[src/rtl/noc_output_port.sv]
`default_nettype none
// ============================================================================
//  Module   : noc_output_port
//  Purpose  : Output-side endpoint of a NoC router crossbar. Flits steered
//             to this port by the route logic are staged in a small circular
//             FIFO. They are then sent downstream under credit-based flow
//             control. The block also produces the port_full and one-hot turn
//             hints that the route logic consumes.
//  Ports    :
//    clk, rst              rising-edge clock, synchronous active-high reset
//    N/S/E/W/L_data_i[7:0] candidate flits from the five input buffers
//    port_enable           write strobe from the route logic
//    port_select[2:0]      source select (000 N, 001 S, 010 E, 011 W, 100 L)
//    credit_i              one-cycle pulse, downstream freed one slot
//    data_o[7:0]           flit to the downstream link
//    valid_o               data_o valid, one cycle per flit
//    port_full             staging FIFO full (combinational from occupancy)
//    turn[4:0]             one-hot arbitration turn, rotates every cycle
//    err_o                 sticky protocol-error flag, cleared only by rst
//  Revision : 1.0  initial release
// ============================================================================
module noc_output_port #(
  parameter int CREDITS     = 4,
  parameter int STAGE_DEPTH = 2
) (
  input  logic       clk,
  input  logic       rst,
  input  logic [7:0] N_data_i,
  input  logic [7:0] S_data_i,
  input  logic [7:0] E_data_i,
  input  logic [7:0] W_data_i,
  input  logic [7:0] L_data_i,
  input  logic       port_enable,
  input  logic [2:0] port_select,
  input  logic       credit_i,
  output logic [7:0] data_o,
  output logic       valid_o,
  output logic       port_full,
  output logic [4:0] turn,
  output logic       err_o
);

  localparam int PTR_W = $clog2(STAGE_DEPTH);
  localparam int CNT_W = $clog2(STAGE_DEPTH + 1);
  localparam int CRD_W = $clog2(CREDITS + 1);

  localparam logic [CNT_W-1:0] c_full_count  = CNT_W'(STAGE_DEPTH);
  localparam logic [CRD_W-1:0] c_credit_max  = CRD_W'(CREDITS);
  localparam logic [4:0]       c_turn_reset  = 5'b10000;

  // Staging FIFO storage and bookkeeping
  logic [7:0]       r_mem [STAGE_DEPTH];
  logic [PTR_W-1:0] r_wr_ptr;
  logic [PTR_W-1:0] r_rd_ptr;
  logic [CNT_W-1:0] r_count;
  logic [CRD_W-1:0] r_credit_cnt;

  logic [7:0]       w_sel_data;
  logic             w_sel_valid;
  logic             w_push;
  logic             w_pop;
  logic [CNT_W-1:0] w_count_next;
  logic [CRD_W-1:0] w_credit_next;
  logic             w_credit_overflow;
  logic             w_write_error;

  // Full is judged on the pre-edge occupancy only: a pop on the same edge
  // never frees room for a write.
  assign port_full = (r_count == c_full_count);

  // Source multiplexer; unused select codes are flagged as an error.
  always_comb begin
    w_sel_data  = 8'h00;
    w_sel_valid = 1'b1;
    case (port_select)
      3'b000:  w_sel_data = N_data_i;
      3'b001:  w_sel_data = S_data_i;
      3'b010:  w_sel_data = E_data_i;
      3'b011:  w_sel_data = W_data_i;
      3'b100:  w_sel_data = L_data_i;
      default: w_sel_valid = 1'b0;
    endcase
  end

  assign w_push        = port_enable && w_sel_valid && !port_full;
  assign w_write_error = port_enable && (!w_sel_valid || port_full);
  assign w_pop         = (r_count != '0) && (r_credit_cnt != '0);

  // Occupancy update
  always_comb begin
    w_count_next = r_count;
    case ({w_push, w_pop})
      2'b10:   w_count_next = r_count + 1'b1;
      2'b01:   w_count_next = r_count - 1'b1;
      default: w_count_next = r_count;
    endcase
  end

  // Credit update: a pop consumes one, a returned credit adds one, both
  // together cancel. A return with no room to hold it saturates and errors.
  always_comb begin
    w_credit_next     = r_credit_cnt;
    w_credit_overflow = 1'b0;
    case ({w_pop, credit_i})
      2'b10: w_credit_next = r_credit_cnt - 1'b1;
      2'b01: begin
        if (r_credit_cnt == c_credit_max) begin
          w_credit_overflow = 1'b1;
        end else begin
          w_credit_next = r_credit_cnt + 1'b1;
        end
      end
      default: w_credit_next = r_credit_cnt;
    endcase
  end

  // Storage array is not reset; only the pointers and count define content.
  always_ff @(posedge clk) begin
    if (!rst && w_push) begin
      r_mem[r_wr_ptr] <= w_sel_data;
    end
  end

  always_ff @(posedge clk) begin
    if (rst) begin
      r_wr_ptr     <= '0;
      r_rd_ptr     <= '0;
      r_count      <= '0;
      r_credit_cnt <= c_credit_max;
      data_o       <= 8'h00;
      valid_o      <= 1'b0;
      turn         <= c_turn_reset;
      err_o        <= 1'b0;
    end else begin
      // Pointers wrap naturally since STAGE_DEPTH is a power of two.
      if (w_push) begin
        r_wr_ptr <= r_wr_ptr + 1'b1;
      end
      if (w_pop) begin
        r_rd_ptr <= r_rd_ptr + 1'b1;
        data_o   <= r_mem[r_rd_ptr];
      end
      valid_o      <= w_pop;
      r_count      <= w_count_next;
      r_credit_cnt <= w_credit_next;
      turn         <= {turn[0], turn[4:1]};
      if (w_write_error || w_credit_overflow) begin
        err_o <= 1'b1;
      end
    end
  end

endmodule
`default_nettype wire
[config.mk]
export PLATFORM = sky130hd
export DESIGN_NAME = noc_output_port
export DESIGN_NICKNAME = d
export VERILOG_FILES = /design/src/rtl/noc_output_port.sv
export SDC_FILE = /design/constraint.sdc
export NUM_CORES = 1
export LEC_CHECK = 0
export CAP_MARGIN = 10
export CORE_UTILIZATION = 39
export DETAILED_ROUTE_END_ITERATION = 10
export GPL_TIMING_DRIVEN = 0
export PLACE_DENSITY = 0.7
export SETUP_SLACK_MARGIN = 0.1
export SLEW_MARGIN = 15
export SYNTH_ARGS = -nofsm -noshare
export SYNTH_HDL_FRONTEND = slang
export SYNTH_SLANG_ARGS = --single-unit
export TNS_END_PERCENT = 100
[constraint.sdc]
create_clock -name clk -period 4.9 [get_ports clk]
set_input_delay 0.98 -clock clk [delete_from_list [all_inputs] [get_ports clk]]
set_output_delay 0.98 -clock clk [all_outputs]
set_load 0.1 [all_outputs]
## Word-level counts from Yosys, hierarchy flattened

Memories as Yosys holds them, arrays and structs flattened. A register that Yosys moved wholly into a read port is not among the register bits.
Cells that the tools add are included.
W data, S select, Z words.

| cells by class | value |
|---|---|
| bitwise gates (word level) | 0 |
| multiply operators | 0 |
| reduce and logical (&&, ||, !) cells | 17 |
| order comparisons | 0 |
| muxes and demuxes | 9 |
| add/sub/neg operators | 6 |
| equality and inequality tests | 11 |
| shifts and indexed selects | 0 |
| divide/modulo/power cells | 0 |

Operators with widths:

| operator | number |
|---|---|
| $pmux W8 S5 | 1 |
| $eq A2 B2 Y1 const B | 3 |
| $eq A3 B2 Y1 const B | 2 |
| $eq A3 B3 Y1 const B | 2 |
| $pmux W3 S2 | 1 |
| $reduce_bool A2 Y1 | 3 |
| $logic_and A1 B1 Y1 | 5 |
| $mux W1 | 5 |
| $reduce_or A5 Y1 | 1 |
| $eq A2 B1 Y1 const B | 2 |
| $pmux W2 S2 | 1 |
| $add A3 B1 Y3 const B | 1 |
| $eq A3 B1 Y1 const B | 1 |
| $logic_not A1 Y1 | 3 |
| $logic_not A3 Y1 | 1 |
| $mux W3 | 1 |
| $reduce_bool A3 Y1 | 1 |
| $sub A3 B1 Y3 const B | 1 |
| $add A1 B1 Y1 const B | 2 |
| $add A2 B1 Y2 const B | 1 |
| $logic_or A1 B1 Y1 | 2 |
| $ne A2 B2 Y1 const B | 1 |
| $reduce_and A2 Y1 | 1 |
| $sub A2 B1 Y2 const B | 1 |

| word-level totals | value |
|---|---|
| latch bits | 0 |
| RAM bits | 16 |
| memories | 1 |
| bits in registers | 14 |
| memory bits (read-only) | 0 |
| input port bits | 47 |

Memory list:

| memory | words | bits a word | rd ports | clocked after memory_dff | wr ports | line | source |
|---|---|---|---|---|---|---|---|
| r_mem | 2 | 8 | 1 | 1 | 1 | 52 | `logic [7:0] r_mem [STAGE_DEPTH];` |

## Logic depth before layout (Yosys ltp)

Gate-level depths: netlist of run 1.

| logic depth | value |
|---|---|
| word-level depth | 8 |
| gate-level depth with buffers | 8 |

## Worst setup path before layout of run 1

No wires, ideal clock.

| timing path | value |
|---|---|
| path kind | input -> register |
| from | in port_select[2] |
| to | mem r_mem[1][0] (enable) |
| path buffers | 1 |
| required time | 4.515 ns |
| path slack | 2.437 ns |
| arrival time | 2.077 ns |
| stages on the path | 4 |
| path through | buf_2 o21ai_0 nand3_2 nor3b_1 |

| on the way | value |
|---|---|
| word-level cells in the longest chain between the ends | 8 |
| elaborated cells on any way between the ends | 12 |
| classes of those cells | eq/ne (4); mux (3); reduce/logical (5) |

RTL lines:

| element | line | source |
|---|---|---|
| from (decl) | 34 | `input logic [2:0] port_select,` |
| $eq A3 B3 Y1, or another cell as far along | 75 | `case (port_select)` |
| $reduce_or A5 Y1 (no line) (*) | n/a |  |
| $mux W1 (*) | 75 |  |
| $logic_and A1 B1 Y1 (*) (2 in a row) | 85 | `assign w_push = port_enable && w_sel_valid && !port_full;` |
| $logic_and A1 B1 Y1 (*) | 119 | `if (!rst && w_push) begin` |
| $mux W1 (*) | 119 |  |
| $mux W1 (implied by the code) (*) | 120 | `r_mem[r_wr_ptr] <= w_sel_data;` |
| to (decl) | 52 |  |

Mark *: on every way between the ends. The rest lies on a longest branch, timed or not.

## Worst setup path after layout of run 1

| timing path | value |
|---|---|
| from | reg r_count[0] |
| to | out port_full |

| on the way | value |
|---|---|
| word-level cells in the longest chain between the ends | 1 |

RTL lines:

| element | line | source |
|---|---|---|
| from (decl) | 55 | `logic [CNT_W-1:0] r_count;` |
| from (signal assigned) | 144 | `r_count <= w_count_next;` |
| $eq A2 B2 Y1 | 69 | `assign port_full = (r_count == c_full_count);` |
| to (decl) | 38 | `output logic port_full,` |

No other way between the ends.

==> results.yml, run 1 <==
global_route:
  grt_max_degree: 13
  grt-ovfl-total: 0
  antenna_found_initial: 0
  grtUsageTotal: 0.1668
  gr-max-usage-layer: "met2"
  grt_pass1_vias: 1494
  grt_pass1_wl_microns: 6644
  met1_usage: 0.2106
  grt.met3_usage: 0.06188
  use_met2: 0.2662
critical_path:
  crit_fanout: 10
  crit_path_top_delay_cell: "clkdlybuf4s50_1"
  start_kind: "register"
  critPathArrivalTime_ns: 2.13
  r2r_slack_ns: 2.72
  path_cells: "buf_4, nand2b_1, inv_1, clkdlybuf4s50_1"
  cp-end-kind: "output pin"
  r2r_cells: 7
  critPathKind: "reg -> out"
  required_ns: 3.92
  crit_path_max_incr_delay_ns: 1.12
  r2r_end: "r_credit_cnt[2]$_SDFFE_PP1P_"
  r2r_start: "r_credit_cnt[1]$_SDFFE_PP0P_"
die:
  initial_core_util: 0.4197
  dieArea_sq_um: 5130
  num_rows: 24
  die-height_microns: 71.63
  io_pins: 63
  dieWidth_microns: 71.63
  core_sq_um: 4504
cells_and_area:
  nets: 285
  final_cell_area_sq_um: 2659
  diodes: 0
  num-fill-cells: 383
  area_growth_pct: 40.64
  drive_above_1_share: 0.1814
status:
  outcome: "finished, final reports clean"
yosys:
  yosysWarnings: 0
  synth_top_family_by_area: "compound AO/OA/AOI/OAI gates"
  synth_xor_area_frac: 0.02316
  avgSynthCellArea_sq_um: 11.25
  post_synth_num_cell_types: 46
  yosysTopAreaCellShare: 0.2541
  synth-edff-count: 16
  synth_area_leaders: "edfxtp_1 25%, dfxtp_1 23%, a22oi_1 5.6%"
  yosysSeqAreaShare: 0.4871
  synth_compound_area_frac: 0.2158
  ys.flop_type: "dfxtp_1"
  synth_nets: 217
  synth.largest_area_cell: "edfxtp_1"
  synthAdderAreaFrac: 0.01721
  async_flop_share: 0
  synth_seq_cells: 38
  muxShareOfSynthArea: 0.09530
  synthesis.instances: 168
  syn-cell-area_sq_um: 1891
  synth-simple-area-share: 0.1066
drt:
  via_per_inst: 5.394
  first_pass_iters: 4
  wirelength_microns: 3996
  vias: 1559
  drt-initial-drc-count: 98
  wl_per_cell_microns: 13.83
  antenna_left: 0
  drc_errors: 0
timing:
  max_freq_ghz: 0.3217
  clock_skew_ns: 0.002344
  relSlewSlack: 0.3455
  finalSetupViolCount: 0
  finalSetupTns_ns: 0
  slew_viol_final: 0
  rsz0062_at_grt: "false"
  finalCritPeriodShare: 0.6344
  fin_crit_ns: 3.109
  finalHoldViolations: 0
  hold_ws_ns: 0.4550
  setup_ws_ns: 1.791
  worstMarginPinSlew_ns: 0.9787
power:
  power_leakage_nw: 0.9506
  peakVddDrop_uv: 203.4
  power_density_nw_per_um2: 512.7
  total_power_w: 0.001363
worst_hold_path:
  holdPathStages: 1
  hold_class: "reg -> reg"
  worstHoldStart: "turn[0]$_SDFF_PP0_"
  whs_endpoint: "turn[4]$_SDFF_PP1_"
clocking:
  post_cts_buffers: 0
  cts_tree: "yes"
  worstSkewPairLatency_ns: 0.28
  cts-root-buf: "clkbuf_8"
  cts_buffers: 5
  htree_levels: 2
  clock-sinks: 38
  postCtsHoldBufs: 0
  cts_resized: 0
  cts_buffer_depth: 2
  clk_pin_slew_ns: 0.07
place:
  dp_hpwl_microns: 3046
  dpl_cell_area_sq_um: 2571
  finalWeightedCongestion: 0.8217
  port_buffers: 61
  place_ws_ns: 1.581
run:
  maxCapViolations: 0
[cells in the final DEF (no fill, tap or decap), types with 8 or more instances in the layout]
| cell type | synthesis | routed |
|---|---|---|
| dfxtp_1 | 22 | 22 |
| nor2_1 | 13 | 13 |
| buf_2 | 8 | 8 |
| edfxtp_1 | 16 | 16 |
| mux2i_1 | 9 | 9 |
| o22ai_1 | 8 | 8 |
| a211oi_2 | 8 | 8 |
| a22oi_1 | 14 | 14 |
| clkdlybuf4s50_1 | 0 | 61 |
| mux2_2 | 8 | 8 |
[metrics by stage]
stage | instances | util
floorplan | 168 | -
global placement | 281 | 0.5697
detailed placement | 281 | 0.5708
CTS | 289 | 0.5892
global route | 289 | 0.5903
finish | 289 | 0.5903
[synth_stat cells (2+ instances only)]
| cell type | instances |
|---|---|
| dfxtp_1 | 22 |
| edfxtp_1 | 16 |
| a22oi_1 | 14 |
| nor2_1 | 13 |
| mux2i_1 | 9 |
| a211oi_2 | 8 |
| buf_2 | 8 |
| mux2_2 | 8 |
| o22ai_1 | 8 |
| nor2b_1 | 6 |
| inv_1 | 4 |
| clkbuf_1 | 3 |
| o211ai_1 | 3 |
| o21ai_0 | 3 |
| xnor2_1 | 3 |
| a21oi_1 | 2 |
| a31oi_1 | 2 |
| buf_4 | 2 |
| buf_6 | 2 |
| nand2b_1 | 2 |
| nor2_2 | 2 |
| or2_2 | 2 |
| or3_1 | 2 |
| xor2_1 | 2 |
[flip-flops by register name, indices dropped and copies added, names as in the netlist]
signal	cells
err_o	1
turn	5
r_wr_ptr	1
r_count	2
data_o	8
r_credit_cnt	3
r_mem	16
r_rd_ptr	1
valid_o	1
[routing by layer]
layer	vias up	share of wire
met5	-	0
met4	0	0.010
met3	4	0.098
met2	80	0.45
met1	710	0.44
li1	765	-
[critical path, delay by kind of cell (launching register included)]
kind | cells | cell delay [ns]
buf+inv | 3 | 1.35
flops | 1 | 0.30
simple gates | 1 | 0.19
[area by class of cell]
cell class              instances  area, sq um  share of cell area
well taps                      52        65.06             0.02447
flip-flops and latches         38        920.9              0.3464
multi-input cells             111        875.8              0.3294
clock inverters                 2        10.01            0.003765
repair buffers                 61        610.6              0.2296
plain buffers                  15        88.84             0.03341
clock buffers                   6        72.57             0.02729
inverters                       4        15.01            0.005647
[report_power, final]
group / switching [W] / total (W) / internal, W
combinational: 0.000469 / 0.000728 / 0.000258
sequential: 0.0000381 / 0.000431 / 0.000393
clock: 0.000105 / 0.000204 / 0.0000986
[cells by family (layout without fill, tap and decap cells)]
kind of cell | after synthesis | count (layout)
compound gates | 51 | 51
xor+xnor | 5 | 5
fa+ha+maj | 2 | 2
buf+inv | 19 | 88
flops | 38 | 38
mux | 17 | 17
simple gates | 36 | 36
[worst max-delay path by stage]
| stage | slack [ns] | cells past startpoint | to | from |
|---|---|---|---|---|
| after global placement | 1.47 | 4 | r_mem[1][7]$_DFFE_PP_ | port_select[0] |
| after floorplan | 2.44 | 4 | r_mem[1][0]$_DFFE_PP_ | port_select[2] |
| after detailed placement | 1.58 | 4 | r_mem[0][7]$_DFFE_PP_ | port_select[0] |
| after CTS | 1.78 | 4 | port_full | r_count[0]$_SDFFE_PP0P_ |
| final | 1.79 | 4 | port_full | r_count[0]$_SDFFE_PP0P_ |
| after global routing | 1.74 | 4 | port_full | r_count[0]$_SDFFE_PP0P_ |
Power figures use the tool's default switching activity.
==> run 2: changes to the inputs <==
==> constraint.sdc (replaced) <==
create_clock -name clk -period 3.3 [get_ports clk]
set_input_delay 0.66 -clock clk [delete_from_list [all_inputs] [get_ports clk]]
set_output_delay 0.66 -clock clk [all_outputs]
set_load 0.1 [all_outputs]
==> results of run 2 <==
Same layout as run 1 (identical final DEF). Status: finished, final reports clean.
Main changes from that run: setup slack after placement 1.581 ns -> 0.3008 ns; setup slack after layout 1.791 ns -> 0.5113 ns; register-to-register setup slack 2.72 ns -> 1.12 ns; total power 0.001363 W -> 0.002024 W; worst IR drop on VDD 203.4 uV -> 302.0 uV
